### config.mk
export PLATFORM = sky130hd
export DESIGN_NAME = comparador_limiar
export DESIGN_NICKNAME = d
export VERILOG_FILES = /design/src/rtl/comparador_pkg.sv /design/src/rtl/comparador_deb.sv /design/src/rtl/comparador_limiar.sv
export SDC_FILE = /design/constraint.sdc
export NUM_CORES = 1
export LEC_CHECK = 0
export CAP_MARGIN = 20
export CORE_ASPECT_RATIO = 0.9
export CORE_UTILIZATION = 55
export DETAILED_ROUTE_END_ITERATION = 8
export PLACE_DENSITY = 0.9
export REMOVE_ABC_BUFFERS = 1
export SLEW_MARGIN = 20
export SYNTH_ARGS = -nofsm -noshare
export SYNTH_HDL_FRONTEND = slang
export SYNTH_HIERARCHICAL = 1
export SYNTH_SLANG_ARGS = --single-unit
### constraint.sdc
create_clock -name clk -period 3.4 [get_ports clk]
set_clock_uncertainty 0.05 [all_clocks]
set_input_delay 0.34 -clock clk [delete_from_list [all_inputs] [get_ports clk]]
set_output_delay 0.34 -clock clk [all_outputs]
set_load 0.005 [all_outputs]
### src/rtl/comparador_pkg.sv
`default_nettype none
// ============================================================================
// Module      : comparador_pkg
// Description : Shared encodings and helpers for the comparador_limiar
//               threshold comparator (compare modes, debounce FSM states,
//               saturating increment).
// Revision    : 1.0 - initial release
// ============================================================================
package comparador_pkg;

  // Compare mode encoding, as seen on the mode input
  localparam logic [1:0] MODE_EQ  = 2'b00;
  localparam logic [1:0] MODE_GT  = 2'b01;
  localparam logic [1:0] MODE_LT  = 2'b10;
  localparam logic [1:0] MODE_WIN = 2'b11;

  // Confirm/release debounce FSM states
  typedef enum logic [1:0] {
    ST_IDLE    = 2'd0,
    ST_CONFIRM = 2'd1,
    ST_MATCH   = 2'd2,
    ST_RELEASE = 2'd3
  } deb_state_t;

  // Increment that sticks at maxv instead of wrapping; callers cast to their width
  function automatic logic [31:0] sat_inc(input logic [31:0] v, input logic [31:0] maxv);
    return (v >= maxv) ? maxv : v + 32'd1;
  endfunction

endpackage
`default_nettype wire

### src/rtl/comparador_deb.sv
`default_nettype none
// ============================================================================
// Module      : comparador_deb
// Description : Confirm/release debounce FSM. result asserts after DEB
//               consecutive matching valid samples and releases after DEB
//               consecutive missing ones; invalid cycles are transparent.
//               rise pulses once per fresh entry into MATCH.
// Revision    : 1.0 - initial release
// ============================================================================
module comparador_deb
  import comparador_pkg::*;
#(
  parameter int DEB = 3
) (
  input  logic clk,
  input  logic rst,
  input  logic valid,
  input  logic match,
  output logic result,
  output logic rise
);

  // DEB is limited to 1..255, so an 8-bit streak never overflows
  localparam logic [7:0] c_deb = 8'(DEB);

  deb_state_t r_state;
  deb_state_t w_state_nxt;
  logic [7:0] r_streak;
  logic [7:0] w_streak_nxt;
  logic [7:0] w_streak_inc;
  logic       w_enter;
  logic       r_result;
  logic       r_rise;

  assign w_streak_inc = r_streak + 8'd1;

  // State, streak and registered flags; invalid cycles leave everything except rise alone
  always_ff @(posedge clk) begin
    if (rst) begin
      r_state  <= ST_IDLE;
      r_streak <= 8'd0;
      r_result <= 1'b0;
      r_rise   <= 1'b0;
    end else begin
      r_state  <= w_state_nxt;
      r_streak <= w_streak_nxt;
      r_result <= (w_state_nxt == ST_MATCH) || (w_state_nxt == ST_RELEASE);
      r_rise   <= w_enter;
    end
  end

  // Next-state logic; w_enter flags a fresh (non-RELEASE) entry into MATCH
  always_comb begin
    w_state_nxt  = r_state;
    w_streak_nxt = r_streak;
    w_enter      = 1'b0;
    if (valid) begin
      case (r_state)
        ST_IDLE: begin
          if (match) begin
            if (c_deb == 8'd1) begin
              w_state_nxt  = ST_MATCH;
              w_streak_nxt = 8'd0;
              w_enter      = 1'b1;
            end else begin
              w_state_nxt  = ST_CONFIRM;
              w_streak_nxt = 8'd1;
            end
          end
        end
        ST_CONFIRM: begin
          if (match) begin
            if (w_streak_inc >= c_deb) begin
              w_state_nxt  = ST_MATCH;
              w_streak_nxt = 8'd0;
              w_enter      = 1'b1;
            end else begin
              w_streak_nxt = w_streak_inc;
            end
          end else begin
            w_state_nxt  = ST_IDLE;
            w_streak_nxt = 8'd0;
          end
        end
        ST_MATCH: begin
          if (!match) begin
            if (c_deb == 8'd1) begin
              w_state_nxt  = ST_IDLE;
              w_streak_nxt = 8'd0;
            end else begin
              w_state_nxt  = ST_RELEASE;
              w_streak_nxt = 8'd1;
            end
          end
        end
        ST_RELEASE: begin
          if (match) begin
            w_state_nxt  = ST_MATCH;
            w_streak_nxt = 8'd0;
          end else if (w_streak_inc >= c_deb) begin
            w_state_nxt  = ST_IDLE;
            w_streak_nxt = 8'd0;
          end else begin
            w_streak_nxt = w_streak_inc;
          end
        end
        default: begin
          w_state_nxt  = ST_IDLE;
          w_streak_nxt = 8'd0;
        end
      endcase
    end
  end

  assign result = r_result;
  assign rise   = r_rise;

endmodule
`default_nettype wire

### src/rtl/comparador_limiar.sv
`default_nettype none
// ============================================================================
// Module      : comparador_limiar
// Description : Streaming threshold comparator with programmable references
//               (EQ/GT/LT/WINDOW), debounced match flag, rise pulse and a
//               saturating hit counter.
//               Build option: COMPARADOR_SIGNED_EN makes GT/LT/WINDOW treat
//               samples and references as two's complement.
// Revision    : 1.0 - initial release
// ============================================================================
module comparador_limiar
  import comparador_pkg::*;
#(
  parameter int WIDTH = 4,
  parameter int CONST = 10,
  parameter int DEB   = 3,
  parameter int CNT_W = 8
) (
  input  logic             clk,
  input  logic             rst,
  input  logic             in_valid,
  input  logic [WIDTH-1:0] in,
  input  logic [1:0]       mode,
  input  logic             ref_we,
  input  logic             ref_sel,
  input  logic [WIDTH-1:0] ref_data,
  input  logic             cnt_clr,
  output logic             raw,
  output logic             result,
  output logic             rise,
  output logic [CNT_W-1:0] hit_count
);

  localparam logic [CNT_W-1:0] c_cnt_max = '1;

  logic [WIDTH-1:0] r_ref_hi;
  logic [WIDTH-1:0] r_ref_lo;
  logic             r_raw;
  logic [CNT_W-1:0] r_hit_count;
  logic [CNT_W-1:0] w_hit_inc;
  logic             w_gt_hi;
  logic             w_lt_hi;
  logic             w_ge_lo;
  logic             w_match;
  logic             w_result;
  logic             w_rise;

  // Reference registers; a write lands at the edge so a same-cycle sample sees the old value
  always_ff @(posedge clk) begin
    if (rst) begin
      r_ref_hi <= WIDTH'(CONST);
      r_ref_lo <= '0;
    end else if (ref_we) begin
      if (ref_sel) r_ref_lo <= ref_data;
      else         r_ref_hi <= ref_data;
    end
  end

`ifdef COMPARADOR_SIGNED_EN
  assign w_gt_hi = $signed(in) >  $signed(r_ref_hi);
  assign w_lt_hi = $signed(in) <  $signed(r_ref_hi);
  assign w_ge_lo = $signed(in) >= $signed(r_ref_lo);
`else
  assign w_gt_hi = in >  r_ref_hi;
  assign w_lt_hi = in <  r_ref_hi;
  assign w_ge_lo = in >= r_ref_lo;
`endif

  // Mode select; an inverted window (lo > hi) can never satisfy both bounds
  always_comb begin
    w_match = 1'b0;
    case (mode)
      MODE_EQ:  w_match = (in == r_ref_hi);
      MODE_GT:  w_match = w_gt_hi;
      MODE_LT:  w_match = w_lt_hi;
      MODE_WIN: w_match = w_ge_lo && !w_gt_hi;
      default:  w_match = 1'b0;
    endcase
  end

  // Undebounced compare of the most recent valid sample
  always_ff @(posedge clk) begin
    if (rst)           r_raw <= 1'b0;
    else if (in_valid) r_raw <= w_match;
  end

  comparador_deb #(
    .DEB (DEB)
  ) u_deb (
    .clk    (clk),
    .rst    (rst),
    .valid  (in_valid),
    .match  (w_match),
    .result (w_result),
    .rise   (w_rise)
  );

  assign w_hit_inc = CNT_W'(sat_inc(32'(r_hit_count), 32'(c_cnt_max)));

  // Hit counter follows the rise pulse; a clear that coincides with a rise keeps that hit
  always_ff @(posedge clk) begin
    if (rst) begin
      r_hit_count <= '0;
    end else if (cnt_clr) begin
      r_hit_count <= w_rise ? CNT_W'(1) : '0;
    end else if (w_rise) begin
      r_hit_count <= w_hit_inc;
    end
  end

  assign raw       = r_raw;
  assign result    = w_result;
  assign rise      = w_rise;
  assign hit_count = r_hit_count;

endmodule
`default_nettype wire
---- Word level (Yosys, flattened, before mapping) ----
Cells that the tools add are included.
Widths: inputs -> output; s select.
operators by class
  divide/modulo/power cells ............... 0
  reductions and logical operators ........ 10
  bitwise gates (word level) .............. 4
  add/subtract/negate cells ............... 2
  shift-type cells ........................ 0
  muxes and demuxes ....................... 20
  $mul .................................... 0
  magnitude comparators ................... 5
  equal/unequal tests ..................... 11
operators with widths
  kind                 count
  $mux 8               8
  $pmux 8 s4           1
  $add 8x1->8 const B  2
  $mux 2               7
  $eq 2x2->1 const B   6
  $ge 8x2->1 const B   1
  $ge 8x8->1 const B   1
  $pmux 2 s4           1
  $eq 2x1->1 const B   2
  $eq 4x4->1           1
  $ge 4x4->1           1
  $gt 4x4->1           1
  $logic_not 2->1      2
  $lt 4x4->1           1
  $not 1->1            4
  $pmux 1 s4           1
  $reduce_and 2->1     2
  $reduce_or 4->1      1
  $reduce_and 3->1     1
  $mux 1               2
  $ne 2x1->1 const B   1
  $ne 2x2->1 const B   1
  $reduce_bool 2->1    1
  $logic_and 1x1->1    1
  2 further kinds      2
word-level totals
  register bits after elaboration ......... 29
  memories kept ........................... 0
  bits of input ports ..................... 16
  output and inout bits ................... 11
  bits in writable memories ............... 0
  memory bits (read-only) ................. 0
  latch bits .............................. 0

---- Logic depth before layout (Yosys ltp) ----
  depth after elaboration ................. 9
  gate-level depth with buffers ........... 11
  mapped depth without buffers ............ 11

---- Hierarchy ----
The synthesis kept the hierarchy.
modules (own cells, without submodules)
  module             area each (sq um)  times used  cells an instance  seq. area each (sq um)
  comparador_limiar  967.2              1           119                340.3
  comparador_deb     551.8              1           54                 240.2

---- Least setup slack after synthesis ----
Ideal clock, no wire load.
  path type ............................... input -> register
  start point ............................. in in[0]
  end point ............................... reg u_deb.r_streak[4]
  data required time ...................... 3292 ps
  cell stages on the path ................. 11
  setup slack ............................. 1128 ps
  buffers on the path ..................... 0
  data arrival time ....................... 2164 ps
  path through ............................ inv_1 -> ha_1 -> nand2b_1 -> a211oi_1 -> o21bai_1 -> a22oi_1 -> nand2_1 -> xor2_1 -> o21ai_0 -> nor2b_1 -> and2_2
between the ends
  longest elaborated chain between the ends .. 6
RTL lines
  what                                            RTL line                 text
  start, declared                                 comparador_limiar.sv:22  input logic [WIDTH-1:0] in,
  $gt 4x4->1                                      comparador_limiar.sv:64  assign w_gt_hi = in > r_ref_hi;
  $logic_not 1->1                                 comparador_limiar.sv:76  MODE_WIN: w_match = w_ge_lo && !w_gt_hi;
  $logic_and 1x1->1                               comparador_limiar.sv:76
  $pmux 1 s4 *                                    comparador_limiar.sv:72  case (mode)
  named net w_match                               comparador_limiar.sv:44  logic w_match;
  $mux 8, or another cell as far along            comparador_deb.sv:97     if (match) begin
  $pmux 8 s4 or $reduce_and 3->1 (tied branches)  --
  end signal, assigned                            comparador_deb.sv:46     r_streak <= w_streak_nxt;
  end, declared                                   comparador_deb.sv:28     logic [7:0] r_streak;
Mark *: on every way through the listed nets, which the timed path passes. The rest lies on a longest branch.
A chain may end at the register's enable or synchronous reset.

---- Worst setup path after layout ----
Same ends and word-level chain as after synthesis.

==> results.tsv <==
metric	value	unit
outcome	finished with violations	
failing checks	DRC	
ant diodes	0	
unrepaired setup endpoints after global routing	false	
ratio of final minimum period to clock period	0.820	
dpl hpwl	2480	um
Post-CTS Resized	0	
Placed Instances	224	
sequential cell fraction of total power	0.559	
PwrDens	340	mW/mm2
Buf/Inv on CP	2	
Root Buffer	clkbuf_4	
Starting DRT DRC Count	78	
fraction of layout cells with a size suffix above 1	0.0980	
Worst-Margin Slew	623	ps
Port Buf Inserts	26	
vias	1394	
core area	0.00253	mm2
row count	17	
Hold Crit Depth	2	
gr usage total	0.245	
Setup Fix Bufs, Post-CTS	0	
Psw	0.167	mW
leakage power	0.746	nW
Non-Filler Instances	232	
# IOs	27	
Final ANT Viol Nets	0	
CP max-delay cell	clkdlybuf4s50_1	
dpl cell area	0.00180	mm2
worst hold slack	417	ps
commonest cells after routing, fill and taps aside	dfxtp_1 (29), clkdlybuf4s50_1 (26), nand2_1 (17)	
Skew-Pair Late Insertion Delay	330	ps
CP Capture Type	flop	
clock network fraction of total power	0.315	
top_reg_cell synth	dfxtp_1	
combinational share of power	0.126	
largest net degree at the start of global routing	19	
Clock Tree Buf Depth	2	
CTS Hold Bufs	0	
# Max-Cap Violations	0	
drt wl/cell	13.9	um
CP Cell Sequence	clkdlybuf4s50_1 -> inv_1 -> ha_1 -> nand2b_1 -> a211oi_1 -> o21bai_1 -> a22oi_1 -> nand2_1 -> xor2_1 -> o21ai_0 -> nor2b_1 -> and2_2	
WP depth	12	
Die Y	51.9	um
Clk pin slew, worst setup/hold paths	100	ps
Die Width	57.4	um
antenna violations before repair	0	
Num CTS Buffers	5	
vias in the first global route	1422	
normalized max-slew margin	0.584	
CP delay by family, top	compound AO/OA/AOI/OAI gates	
Seq cells post-synth	29	
Synth cell types	42	
WL final	3210	um
DRC Markers	2	
full die area	0.00298	mm2
Syn. warnings	6	
register area share after synthesis	0.382	
first-pass GRT wire length	5490	um
gpl congestion	0.829	
nets@finish	230	
Max Clk Rate	0.359	GHz
CP Data Arrival Time	3020	ps
Hold Vio Cnt, Final	0	
Worst R2R Path Depth	10	
1st-pass router iterations	6	
Mapped Area	0.00152	mm2
Post-synth ARST share	0	
fin area	0.00186	mm2
CP Data Required Time	3630	ps
Final Max Tran Viols	0	
Vias/cell	6.01	
area delta synth->final	22.2	%
min Tclk post-route	2790	ps
switching share of power	0.265	
maximum vdd ir drop	0.348	mV
Critical Path Start Type	input pin	
TritonCTS clock tree	yes	
Internal	0.464	mW
Post-Synthesis Cells	173	
Hold Path Class	reg -> reg	
commonest non-fill, non-tap cell in the layout	dfxtp_1	
Finish-stage setup viols	0	
H-tree depth	2	
Post-synth EDFFs	0	
total power	0.631	mW
Setup CP Type	in -> reg	
GRT Residual Overflow	0	
critical path fanouts, max	6	
Critical Path Max Stage Delay	450	ps
Initial Utilization	0.600	
CTS sink cnt	29	
syn_area_per_cell	8.78	um2
post-route setup TNS	0	ps
[cell usage after synthesis, drive strengths merged (5+ instances only)]
library cell	n	area share
dfxtp	29	0.38
nand2	17	0.042
a21oi	13	0.048
ha	11	0.091
inv	11	0.027
nand3	11	0.043
o21ai	9	0.030
nor2	8	0.020
nand2b	7	0.029
and2	6	0.026
and3	5	0.021
mux2i	5	0.033
[tightest hold or removal path: cells and delay by family (launching register included)]
kind | cells | cell delay, ps
AO/OA/AOI/OAI | 1 | 50
AND/OR/NAND/NOR | 1 | 50
flip-flops | 1 | 330
[final timing paths]
kind / startpoint / endpoint / slack [ps]
setup reg to reg: r_ref_lo[0] / u_deb/r_streak[4] / 820
hold reg to reg: r_ref_lo[0] / r_ref_lo[0] / 420
setup / recovery: in[0] / u_deb/r_streak[4] / 610
hold / removal: r_ref_lo[0] / r_ref_lo[0] / 420
[power by group through the flow]
stage / Sequential [mW] / Combinational [mW] / Clock (mW)
final: 0.353 / 0.0798 / 0.199
after global placement: 0.360 / 0.0741 / 0
after detailed placement: 0.360 / 0.0784 / 0
after floorplan: 0.359 / 0.0421 / 0
after CTS: 0.352 / 0.0794 / 0.204
after global routing: 0.353 / 0.0896 / 0.221
[cell families (layout without fill, tap and decap cells)]
group                    Yosys count  after routing  share of synthesized area
adder cells (fa/ha/maj)           11             11                     0.0906
multiplexers                       5              5                     0.0330
buffers and inverters             14             45                     0.0354
flip-flops                        29             29                      0.382
XOR/XNOR                           1              1                    0.00577
AO/OA/AOI/OAI                     41             41                      0.184
AND/OR/NAND/NOR                   72             72                      0.269
[registers in the layout, summed over array words and instances, names as in the netlist]
register	cells
u_deb/result	1
u_deb/r_streak	8
u_deb/rise	1
hit_count	8
r_ref_hi	4
u_deb/r_state	2
r_ref_lo	4
raw	1
[through the flow]
step	util	setup slack, ps
6_report	0.734	611
5_1_grt	0.734	407
4_1_cts	0.734	643
3_5_place_dp	0.712	333
3_3_place_gp	0.712	487
2_1_floorplan	-	1130
[per-layer routing]
metal,track usage,routed length [um],up-vias
met5,0,0,-
met2,0.471,1710,48
met3,0.0597,149,13
li1,-,-,686
met4,0.154,93,0
met1,0.232,1260,647
[area by class of cell]
class	instances	area, um2
multi-input cells	130	885
fillers	199	674
flip-flops and latches	29	581
repair buffers	26	260
inverters	11	41.3
clock buffers	5	37.5
well taps	28	35.0
clock inverters	3	17.5
(Power assumes the default switching activity.)
